`src/rtl/conv_pkg.sv`:
```
// rtl/conv_pkg.sv - shared types, defaults and helpers for the convolution write-back path
package conv_pkg;

  localparam int DATA_WIDTH_DEF = 32;
  localparam int ADDR_WIDTH_DEF = 12;

  localparam logic [2:0] KER_SIZE_2 = 3'd2;
  localparam logic [2:0] KER_SIZE_3 = 3'd3;
  localparam logic [2:0] KER_SIZE_5 = 3'd5;

  typedef enum logic [1:0] {
    IDLE  = 2'd0,
    RUN   = 2'd1,
    DRAIN = 2'd2,
    DONE  = 2'd3
  } wb_state_t;

  // Side of the valid-convolution output map; caller guarantees ker <= img.
  function automatic logic [4:0] out_dim(input logic [4:0] img, input logic [2:0] ker);
    return img - {2'b00, ker} + 5'd1;
  endfunction

endpackage

```
`src/rtl/wb_sync_fifo.sv`:
```
// rtl/wb_sync_fifo.sv - synchronous result FIFO with flush and a flop-held head word
module wb_sync_fifo #(
  parameter int DEPTH = 8,
  parameter int WIDTH = 32
) (
  input  logic             clk,
  input  logic             rstn,
  input  logic             flush,
  input  logic             push,
  input  logic [WIDTH-1:0] push_data,
  input  logic             pop,
  output logic             full,
  output logic             empty,
  output logic [WIDTH-1:0] head
);

  localparam int AW = $clog2(DEPTH);

  logic [WIDTH-1:0] mem [DEPTH];
  logic [AW-1:0]    wr_ptr;
  logic [AW-1:0]    rd_ptr;
  logic [AW:0]      count;
  logic             do_push;
  logic             do_pop;

  assign full    = (count == (AW+1)'(DEPTH));
  assign empty   = (count == '0);
  assign do_pop  = pop && !empty;
  // A full FIFO still takes a word when the head leaves in the same cycle.
  assign do_push = push && (!full || do_pop);
  assign head    = mem[rd_ptr];

  always_ff @(posedge clk) begin
    if (do_push) mem[wr_ptr] <= push_data;
  end

  always_ff @(posedge clk or negedge rstn) begin
    if (!rstn) begin
      wr_ptr <= '0;
      rd_ptr <= '0;
      count  <= '0;
    end else if (flush) begin
      wr_ptr <= '0;
      rd_ptr <= '0;
      count  <= '0;
    end else begin
      if (do_push) wr_ptr <= wr_ptr + 1'b1;
      if (do_pop)  rd_ptr <= rd_ptr + 1'b1;
      case ({do_push, do_pop})
        2'b10:   count <= count + 1'b1;
        2'b01:   count <= count - 1'b1;
        default: count <= count;
      endcase
    end
  end

endmodule

```
`src/rtl/result_writeback_unit.sv`:
```
// rtl/result_writeback_unit.sv - buffers PE results and writes them row-major to BRAM
// Optional clamp of negative results to zero is enabled by defining WB_RELU_EN.
module result_writeback_unit
  import conv_pkg::*;
#(
  parameter int DATA_WIDTH    = DATA_WIDTH_DEF,
  parameter int ADDR_WIDTH    = ADDR_WIDTH_DEF,
  parameter int MAX_IMG_WIDTH = 28,
  parameter int FIFO_DEPTH    = 8
) (
  input  logic                  clk,
  input  logic                  rstn,
  input  logic                  start,
  input  logic [ADDR_WIDTH-1:0] out_base_addr,
  input  logic [2:0]            ker_size,
  input  logic [4:0]            img_size,
  input  logic                  res_valid,
  input  logic [DATA_WIDTH-1:0] res_data,
  output logic                  bram_we,
  output logic [ADDR_WIDTH-1:0] bram_addr,
  output logic [DATA_WIDTH-1:0] bram_dout,
  input  logic                  bram_gnt,
  output logic                  busy,
  output logic                  frame_done,
  output logic                  overflow,
  output logic                  cfg_err
);

  localparam logic [5:0] MAX_IMG = 6'(MAX_IMG_WIDTH);

  wb_state_t             state;
  logic [ADDR_WIDTH-1:0] base_q;
  logic [9:0]            expected;
  logic [9:0]            accepted;
  logic [9:0]            written;
  logic                  fifo_full;
  logic                  fifo_empty;
  logic                  push;
  logic                  pop;
  logic [DATA_WIDTH-1:0] push_data;
  logic [DATA_WIDTH-1:0] head;
  logic                  cfg_bad;
  logic [4:0]            od;

  assign cfg_bad = (ker_size == 3'd0) || ({2'b00, ker_size} > img_size) ||
                   ({1'b0, img_size} > MAX_IMG);
  assign od      = out_dim(img_size, ker_size);

  assign bram_we   = !fifo_empty;
  assign bram_dout = head;
  assign bram_addr = base_q + ADDR_WIDTH'(written);
  assign busy      = (state != IDLE);

  assign pop  = bram_we && bram_gnt;
  assign push = (state == RUN) && !start && res_valid && (!fifo_full || pop) &&
                (accepted < expected);

`ifdef WB_RELU_EN
  assign push_data = res_data[DATA_WIDTH-1] ? '0 : res_data;
`else
  assign push_data = res_data;
`endif

  wb_sync_fifo #(
    .DEPTH (FIFO_DEPTH),
    .WIDTH (DATA_WIDTH)
  ) u_fifo (
    .clk       (clk),
    .rstn      (rstn),
    .flush     (start),
    .push      (push),
    .push_data (push_data),
    .pop       (pop),
    .full      (fifo_full),
    .empty     (fifo_empty),
    .head      (head)
  );

  always_ff @(posedge clk or negedge rstn) begin
    if (!rstn) begin
      state      <= IDLE;
      base_q     <= '0;
      expected   <= '0;
      accepted   <= '0;
      written    <= '0;
      overflow   <= 1'b0;
      cfg_err    <= 1'b0;
      frame_done <= 1'b0;
    end else begin
      frame_done <= 1'b0;
      if (start) begin
        // A start in any state abandons the current frame without a done pulse.
        base_q   <= out_base_addr;
        expected <= {5'd0, od} * {5'd0, od};
        accepted <= '0;
        written  <= '0;
        overflow <= 1'b0;
        if (cfg_bad) begin
          cfg_err    <= 1'b1;
          frame_done <= 1'b1;
          state      <= DONE;
        end else begin
          cfg_err <= 1'b0;
          state   <= RUN;
        end
      end else begin
        if (push) accepted <= accepted + 10'd1;
        if (pop)  written  <= written + 10'd1;
        case (state)
          RUN: begin
            if (res_valid && !push) overflow <= 1'b1;
            if (push && (accepted + 10'd1 == expected)) state <= DRAIN;
          end
          DRAIN: begin
            if (pop && (written + 10'd1 == expected)) begin
              state      <= DONE;
              frame_done <= 1'b1;
            end
          end
          DONE:    state <= IDLE;
          default: state <= IDLE;
        endcase
      end
    end
  end

endmodule

```
`config.mk`:
```
export PLATFORM = sky130hd
export DESIGN_NAME = result_writeback_unit
export DESIGN_NICKNAME = d
export VERILOG_FILES = /design/src/rtl/conv_pkg.sv /design/src/rtl/wb_sync_fifo.sv /design/src/rtl/result_writeback_unit.sv
export SDC_FILE = /design/constraint.sdc
export NUM_CORES = 1
export LEC_CHECK = 0
export CAP_MARGIN = 0
export CELL_PAD_IN_SITES_DETAIL_PLACEMENT = 1
export CELL_PAD_IN_SITES_GLOBAL_PLACEMENT = 2
export CORE_ASPECT_RATIO = 1.5
export CORE_MARGIN = 10
export CORE_UTILIZATION = 39
export CTS_CLUSTER_SIZE = 10
export DETAILED_ROUTE_END_ITERATION = 10
export GPL_ROUTABILITY_DRIVEN = 0
export PLACE_DENSITY = 0.76
export SETUP_SLACK_MARGIN = 0.3
export SKIP_LAST_GASP = 1
export SLEW_MARGIN = 20
export SYNTH_ARGS = -nofsm -noshare
export SYNTH_HDL_FRONTEND = slang
export SYNTH_SLANG_ARGS = --single-unit
```
`constraint.sdc`:
```
create_clock -name clk -period 5.8 [get_ports clk]
set_clock_uncertainty 0.05 [all_clocks]
set_input_delay 0.58 -clock clk [delete_from_list [all_inputs] [get_ports clk]]
set_output_delay 0.58 -clock clk [all_outputs]
set_load 0.02 [all_outputs]
```
Yosys cells after proc, flatten, opt, wreduce, memory -nomap -nowiden
Memories as Yosys holds them, arrays and structs flattened.
Cells that the tools add are included.
{"block": "word_totals", "mem_bits_rw": 256, "n_memories": 1, "latch_bits": 0, "romBits": 0, "regBits": 57, "output_inout_bits": 49}
{"memory": "u_fifo.mem", "words": 8, "word_bits": 32, "rd": 1, "rd_ports_with_merged_regs": 0, "write_ports": 1, "line_no": "wb_sync_fifo.sv:19", "source": "logic [WIDTH-1:0] mem [DEPTH];"}
{"block": "op_classes", "bitwise": 0, "eq_ne": 9, "shift": 0, "n_mul": 1, "n_div": 0, "muxes": 24, "n_reduce_logical": 30, "order_cmp": 3, "n_addsub": 9}
{"cell": "$mux 10", "n": 4}
{"cell": "$add 10x1->10 const B", "n": 2}
{"cell": "$eq 10x10->1", "n": 2}
{"cell": "$reduce_bool 2->1", "n": 7}
{"cell": "$add 12x10->12", "n": 1}
{"cell": "$mux 3", "n": 4}
{"cell": "$logic_and 1x1->1", "n": 10}
{"cell": "$lt 10x10->1", "n": 1}
{"cell": "$mul 5x5->10", "n": 1}
{"cell": "$mux 1", "n": 9}
{"cell": "$mux 2", "n": 4}
{"cell": "$pmux 4 s2", "n": 1}
{"cell": "$add 3x1->3 const B", "n": 2}
{"cell": "$add 5x1->5 const B", "n": 1}
{"cell": "$gt 3x5->1", "n": 1}
{"cell": "$gt 5x5->1 const B", "n": 1}
{"cell": "$sub 5x3->5", "n": 1}
{"cell": "$add 4x1->4 const B", "n": 1}
{"cell": "$eq 2x1->1 const B", "n": 2}
{"cell": "$eq 2x2->1 const B", "n": 2}
{"cell": "$eq 4x4->1 const B", "n": 1}
{"cell": "$logic_not 1->1", "n": 4}
{"cell": "$logic_not 4->1", "n": 1}
{"cell": "$logic_or 1x1->1", "n": 4}
{"cell": "other kinds (8)", "n": 9}

Longest topological paths before layout
{"block": "depth", "ltp_word": 11, "mapped_depth": 20, "ltp_nobuf": 20}

Cells and area by module
Synthesis repeated with hierarchy kept, for this count alone.
{"block": "hier_totals", "cells_unflattened": 886, "hier_area_um2": 14300.0}
{"mod": "wb_sync_fifo", "cells_per_inst": 451, "area_each_um2": 10467.5, "instances": 1}
{"mod": "result_writeback_unit", "cells_per_inst": 435, "area_each_um2": 3832.4, "instances": 1}

Worst setup path before layout
Ideal clock, no wire load.
{"block": "synth_timing", "kind": "register to register", "start": "register expected[7]", "end": "memory u_fifo.mem[4][0], enable pin", "t_arrival_ns": 5.089, "path_slack_ns": 0.149, "stages_incl_launch_ff": 9, "period_less_slack_ns": 5.651, "setup_ns": 0.513, "n_path_buf": 1, "path_cell_list": "dfrtp_1 inv_1 ha_1 a211o_1 o211ai_1 and4_2 nand2_1 clkbuf_1 nor4b_1"}
{"block": "synth_via", "elab_chain_cells": 5}
{"item": "start: declaration", "line_no": "result_writeback_unit.sv:33", "source": "logic [9:0] expected;"}
{"item": "start signal: assignment", "line_no": "result_writeback_unit.sv:94", "source": "expected <= {5'd0, od} * {5'd0, od};"}
{"item": "$lt 10x10->1", "line_no": "result_writeback_unit.sv:56", "source": "(accepted < expected);"}
{"item": "$logic_and 1x1->1", "line_no": "result_writeback_unit.sv:55", "source": "assign push = (state == RUN) && !start && res_valid && (!fifo_full || pop) &&"}
{"item": "$logic_and 1x1->1", "line_no": "wb_sync_fifo.sv:30", "source": "assign do_push = push && (!full || do_pop);"}
{"item": "$mux 1", "line_no": "wb_sync_fifo.sv:34", "source": "if (do_push) mem[wr_ptr] <= push_data;"}
{"item": "$mux 1 (not written as such)", "line_no": "wb_sync_fifo.sv:34"}
{"item": "end: declaration", "line_no": "wb_sync_fifo.sv:19"}
No other way between the ends.

Worst setup path after layout
{"block": "layout_timing", "start": "input port ker_size[2]", "end": "register expected[8]"}
{"block": "layout_via", "elab_chain_cells": 3}
{"item": "start: declaration", "line_no": "result_writeback_unit.sv:15", "source": "input logic [2:0] ker_size,"}
{"item": "$sub 5x3->5", "line_no": "conv_pkg.sv:20", "source": "return img - {2'b00, ker} + 5'd1;"}
{"item": "$add 5x1->5", "line_no": "conv_pkg.sv:20"}
{"item": "$mul 5x5->10", "line_no": "result_writeback_unit.sv:94"}
No other way between the ends.
A chain may end at the register's enable or synchronous reset.

==> summary.md <==
| Metric | Value |
|---|---|
| Crit Path Class | primary input to flip-flop |
| Mapped Cells | 880 |
| Number of setup violations in the final report | 0 |
| RSZ-0062 raised after global routing | false |
| I/O Pins | 106 |
| Peak Freq | 203.9 MHz |
| Post-synthesis compound-gate area fraction | 4.731% |
| Largest family of logic cells by synthesized area | multiplexers |
| DRT Pass-1 Iters | 4 |
| MaxCap Viol Count | 0 |
| DP Wirelength | 20790 um |
| Worst setup SP type | primary input |
| Post-synth EDFFs | 256 |
| Fin nets | 1116 |
| Crit-path most repeated cell | ha_1 |
| Synth Net Count | 992 |
| Global-route wire length before repair | 51940 um |
| Area share of fa/ha/maj cells after synthesis | 5.219% |
| Post-cts resize count | 0 |
| # hold bufs at CTS | 0 |
| Rel. slew slack | 41.22% |
| Top_reg_cell synth | edfxtp_1 |
| Pin count of the biggest net entering global routing | 61 |
| Post-synthesis simple-gate area fraction | 6.231% |
| Synth area leader | edfxtp_1 |
| Area taken by multi-input logic gates | 4770 sq um |
| Overall power | 6.435 mW |
| VDD IR-drop max | 0.2153 mV |
| Crit path arrival time | 5290 ps |
| Worst slack, placed | 297.8 ps |
| Die width | 175.2 um |
| Antenna cells | 0 |
| Register bit total from synthesis | 312 |
| CP cell instances | clkdlybuf4s50_1 > inv_1 > ha_1 > xnor2_1 > ha_1 > a21oi_1 > xnor2_1 > nand2_1 > fa_1 > fa_1 > inv_1 > ha_1 > a31o_2 > ha_1 > a21o_1 > a21o_1 > a21oi_1 > xnor2_1 > nand2_1 > o21ai_0 |
| H-tree levels | 2 |
| Vias post-DR | 7921 |
| Gr usage total | 14.96% |
| Internal Power | 4.597 mW |
| Dpl cells | 1443 |
| Pwr Density | 383.5 nW/um^2 |
| Chip height | 252.9 um |
| Port Buffers | 105 |
| Clock-pin slew on the worst setup and hold paths | 60 ps |
| Clock share of power | 31.3% |
| Post-DRT Antenna Nets | 0 |
| Synth async-reset ratio | 17.95% |
| Vias in the first global route | 8975 |
| Reg area | 9094 sq um |
| Largest fanout on the critical path | 7 |
| Final wirelength | 32730 um |
| Post-Syn Area per Cell | 16.02 sq um |
| P&R area growth vs syn | 19.01% |
| Layout fillers | 3526 |
| Endpoint class of the critical path | flip-flop |
| CP delay by family, top | adder cells |
| LEAKAGE | 5.847 nW |
| CTS Buf Count | 37 |
| CTS sink count | 312 |
| Final worst path period share | 84.55% |
| Die Footprint | 44310 sq um |
| Worst endpoint required time | 6190 ps |
| Power share of the combinational group | 26.4% |
| Starting Density | 39.33% |
| Sw power | 1.838 mW |
| Worst slew pin tran | 881.7 ps |
| Reg power frac | 42.2% |
| Final Non-Filler Cells | 1502 |
| Critical path buffers and inverters | 3 |
| Post-synthesis cell type count | 66 |
| Worst-Skew Late Latency | 520 ps |
| Status | complete, no violations |
| Setup Buffers After CTS | 0 |
| Slew Viols, Final | 0 |
| Seq/Total Area, Yosys | 64.47% |
| Routed vias/inst | 5.274 |
| Minimum clock period | 4904 ps |
| Mux cell area share after synthesis | 14.09% |
| DRC Markers | 0 |
| CTS max path bufs | 3 |
| Switching share of power | 28.56% |
| Worst min-delay path class | primary input to asynchronous set/reset pin |
| Post-Syn Area | 14100 sq um |
| CP max stage cell | fa_1 |
| Final Hold Fails | 0 |
| Layout cells sized above 1 | 18.46% |
| Core area | 35840 sq um |
| Crit-path max cell delay | 520 ps |
| Final WS setup | 896.1 ps |
| CTS root buffer | clkbuf_16 |
| TritonCTS clock tree | done |
| Post-Synth XOR/XNOR Area | 3.106% |
| Routed length per instance | 21.79 um |
| Remaining global-route overflow | 0 |
| Top cells by area, synth | edfxtp_1 (55%), mux4_2 (10%), dfrtp_1 (9.9%) |
| Synth warn | 0 |
| Setup TNS | 0 ps |
| Synth top area share | 54.53% |
| Cell row count | 85 |
| Initial antenna violation count | 0 |
| Number of DRC markers in iteration 0 | 371 |
-- worst reg2reg max path: stages, from the launching register on --
cell and delay, ps:
dfrtp_1 440, inv_1 120, ha_1 320, a211o_1 250, o211ai_1 70, and4_2 300
nand2_1 70, buf_4 260, inv_1 250, nand2_1 230, nor2_4 550, buf_4 440
-- cells by family (layout without fill, tap and decap cells) --
logic type / after synthesis / count (layout)
AOI/OAI and AO/OA: 105 / 105
DFF: 312 / 312
buffers and inverters: 72 / 216
and+or+nand+nor: 172 / 172
muxes: 113 / 113
adders and majority gates: 56 / 56
xor gates and xnor gates: 50 / 50
-- layout by cell type (no fill, tap or decap), drive strengths merged, types with 7 or more instances in the layout --
cell type | Yosys | layout
a21oi | 22 | 22
and2 | 11 | 11
and3 | 7 | 7
buf | 14 | 18
clkbuf | 22 | 55
clkdlybuf4s50 | 0 | 103
dfrtp | 56 | 56
edfxtp | 256 | 256
ha | 50 | 50
inv | 36 | 38
mux2 | 44 | 44
mux4 | 64 | 64
nand2 | 44 | 44
nand3 | 10 | 10
nor2 | 41 | 41
nor2b | 7 | 7
nor3 | 13 | 13
o21ai | 39 | 39
o31ai | 8 | 8
xnor2 | 33 | 33
xor2 | 17 | 17
-- final timing paths --
path,start,endpoint,slack [ps],cells past startpoint
setup / recovery,ker_size[2],expected[8],900,20
max in group asynchronous,rstn,u_fifo.rd_ptr[0],4960,2
hold reg to reg,overflow,overflow,450,2
hold / removal,rstn,u_fifo.count[0],170,2
min in group clk,overflow,overflow,450,2
setup reg to reg,expected[7],u_fifo.mem[7][5],2100,11
-- layer usage --
metal	up-vias	global-route usage, %	share of wire, %
met5	-	0	0
met4	0	3.958	1.8
met3	34	2.221	3.7
met2	144	28.30	55
met1	4112	17.10	39
li1	3631	-	-
-- cell type report --
type | instances | area share [%]
flip-flops and latches | 312 | 54.20
repair buffers | 121 | 6.921
multi-input cells | 496 | 28.43
clock buffers | 55 | 5.921
well taps | 478 | 3.565
clock inverters | 4 | 0.1566
inverters | 36 | 0.8054
-- stage by stage --
step / util [%] / hold slack (ps) / area (sq um)
2_1_floorplan: - / 234.4 / 14110
3_3_place_gp: 43.97 / 441.0 / 15760
3_5_place_dp: 43.97 / 441.6 / 15760
4_1_cts: 46.81 / 199.0 / 16780
5_1_grt: 46.81 / 233.1 / 16780
6_report: 46.81 / 171.6 / 16780
-- power by group through the flow --
stage	clock (mW)	sequential, mW	combinational (mW)
after floorplan	0	2.64	1.24
after global placement	0	2.77	1.70
after detailed placement	0	2.77	1.73
after CTS	2.09	2.73	1.74
after global routing	2.17	2.75	1.87
final	2.02	2.72	1.70
-- cell usage after synthesis (3+ instances only) --
cell and n:
edfxtp_1 256, mux4_2 64, dfrtp_1 56, ha_1 50
nand2_1 44, mux2_2 43, nor2_1 41, o21ai_0 39
inv_1 36, xnor2_1 33, a21oi_1 22, clkbuf_1 21
xor2_1 17, nor3_1 13, and2_1 10, nand3_1 10
buf_1 7, nor2b_1 7, o31ai_1 7, a21o_1 6
nand4_1 6, and3_1 5, fa_1 5, mux2i_1 5
a31oi_1 4, nand3b_1 4, nor3b_1 4, nor4_1 4
o211ai_1 4, or3_1 4, buf_2 3, buf_4 3
nand2b_1 3, o21a_1 3
-- state kept, by name, summed over array words and instances, names as in the netlist --
signal and flops:
u_fifo.mem 256, base_q 12, accepted 10, written 10
expected 9, u_fifo.count 4, u_fifo.rd_ptr 3, u_fifo.wr_ptr 3
state 2, cfg_err 1, frame_done 1, overflow 1
No activity file was read; power rests on OpenSTA's default activity.
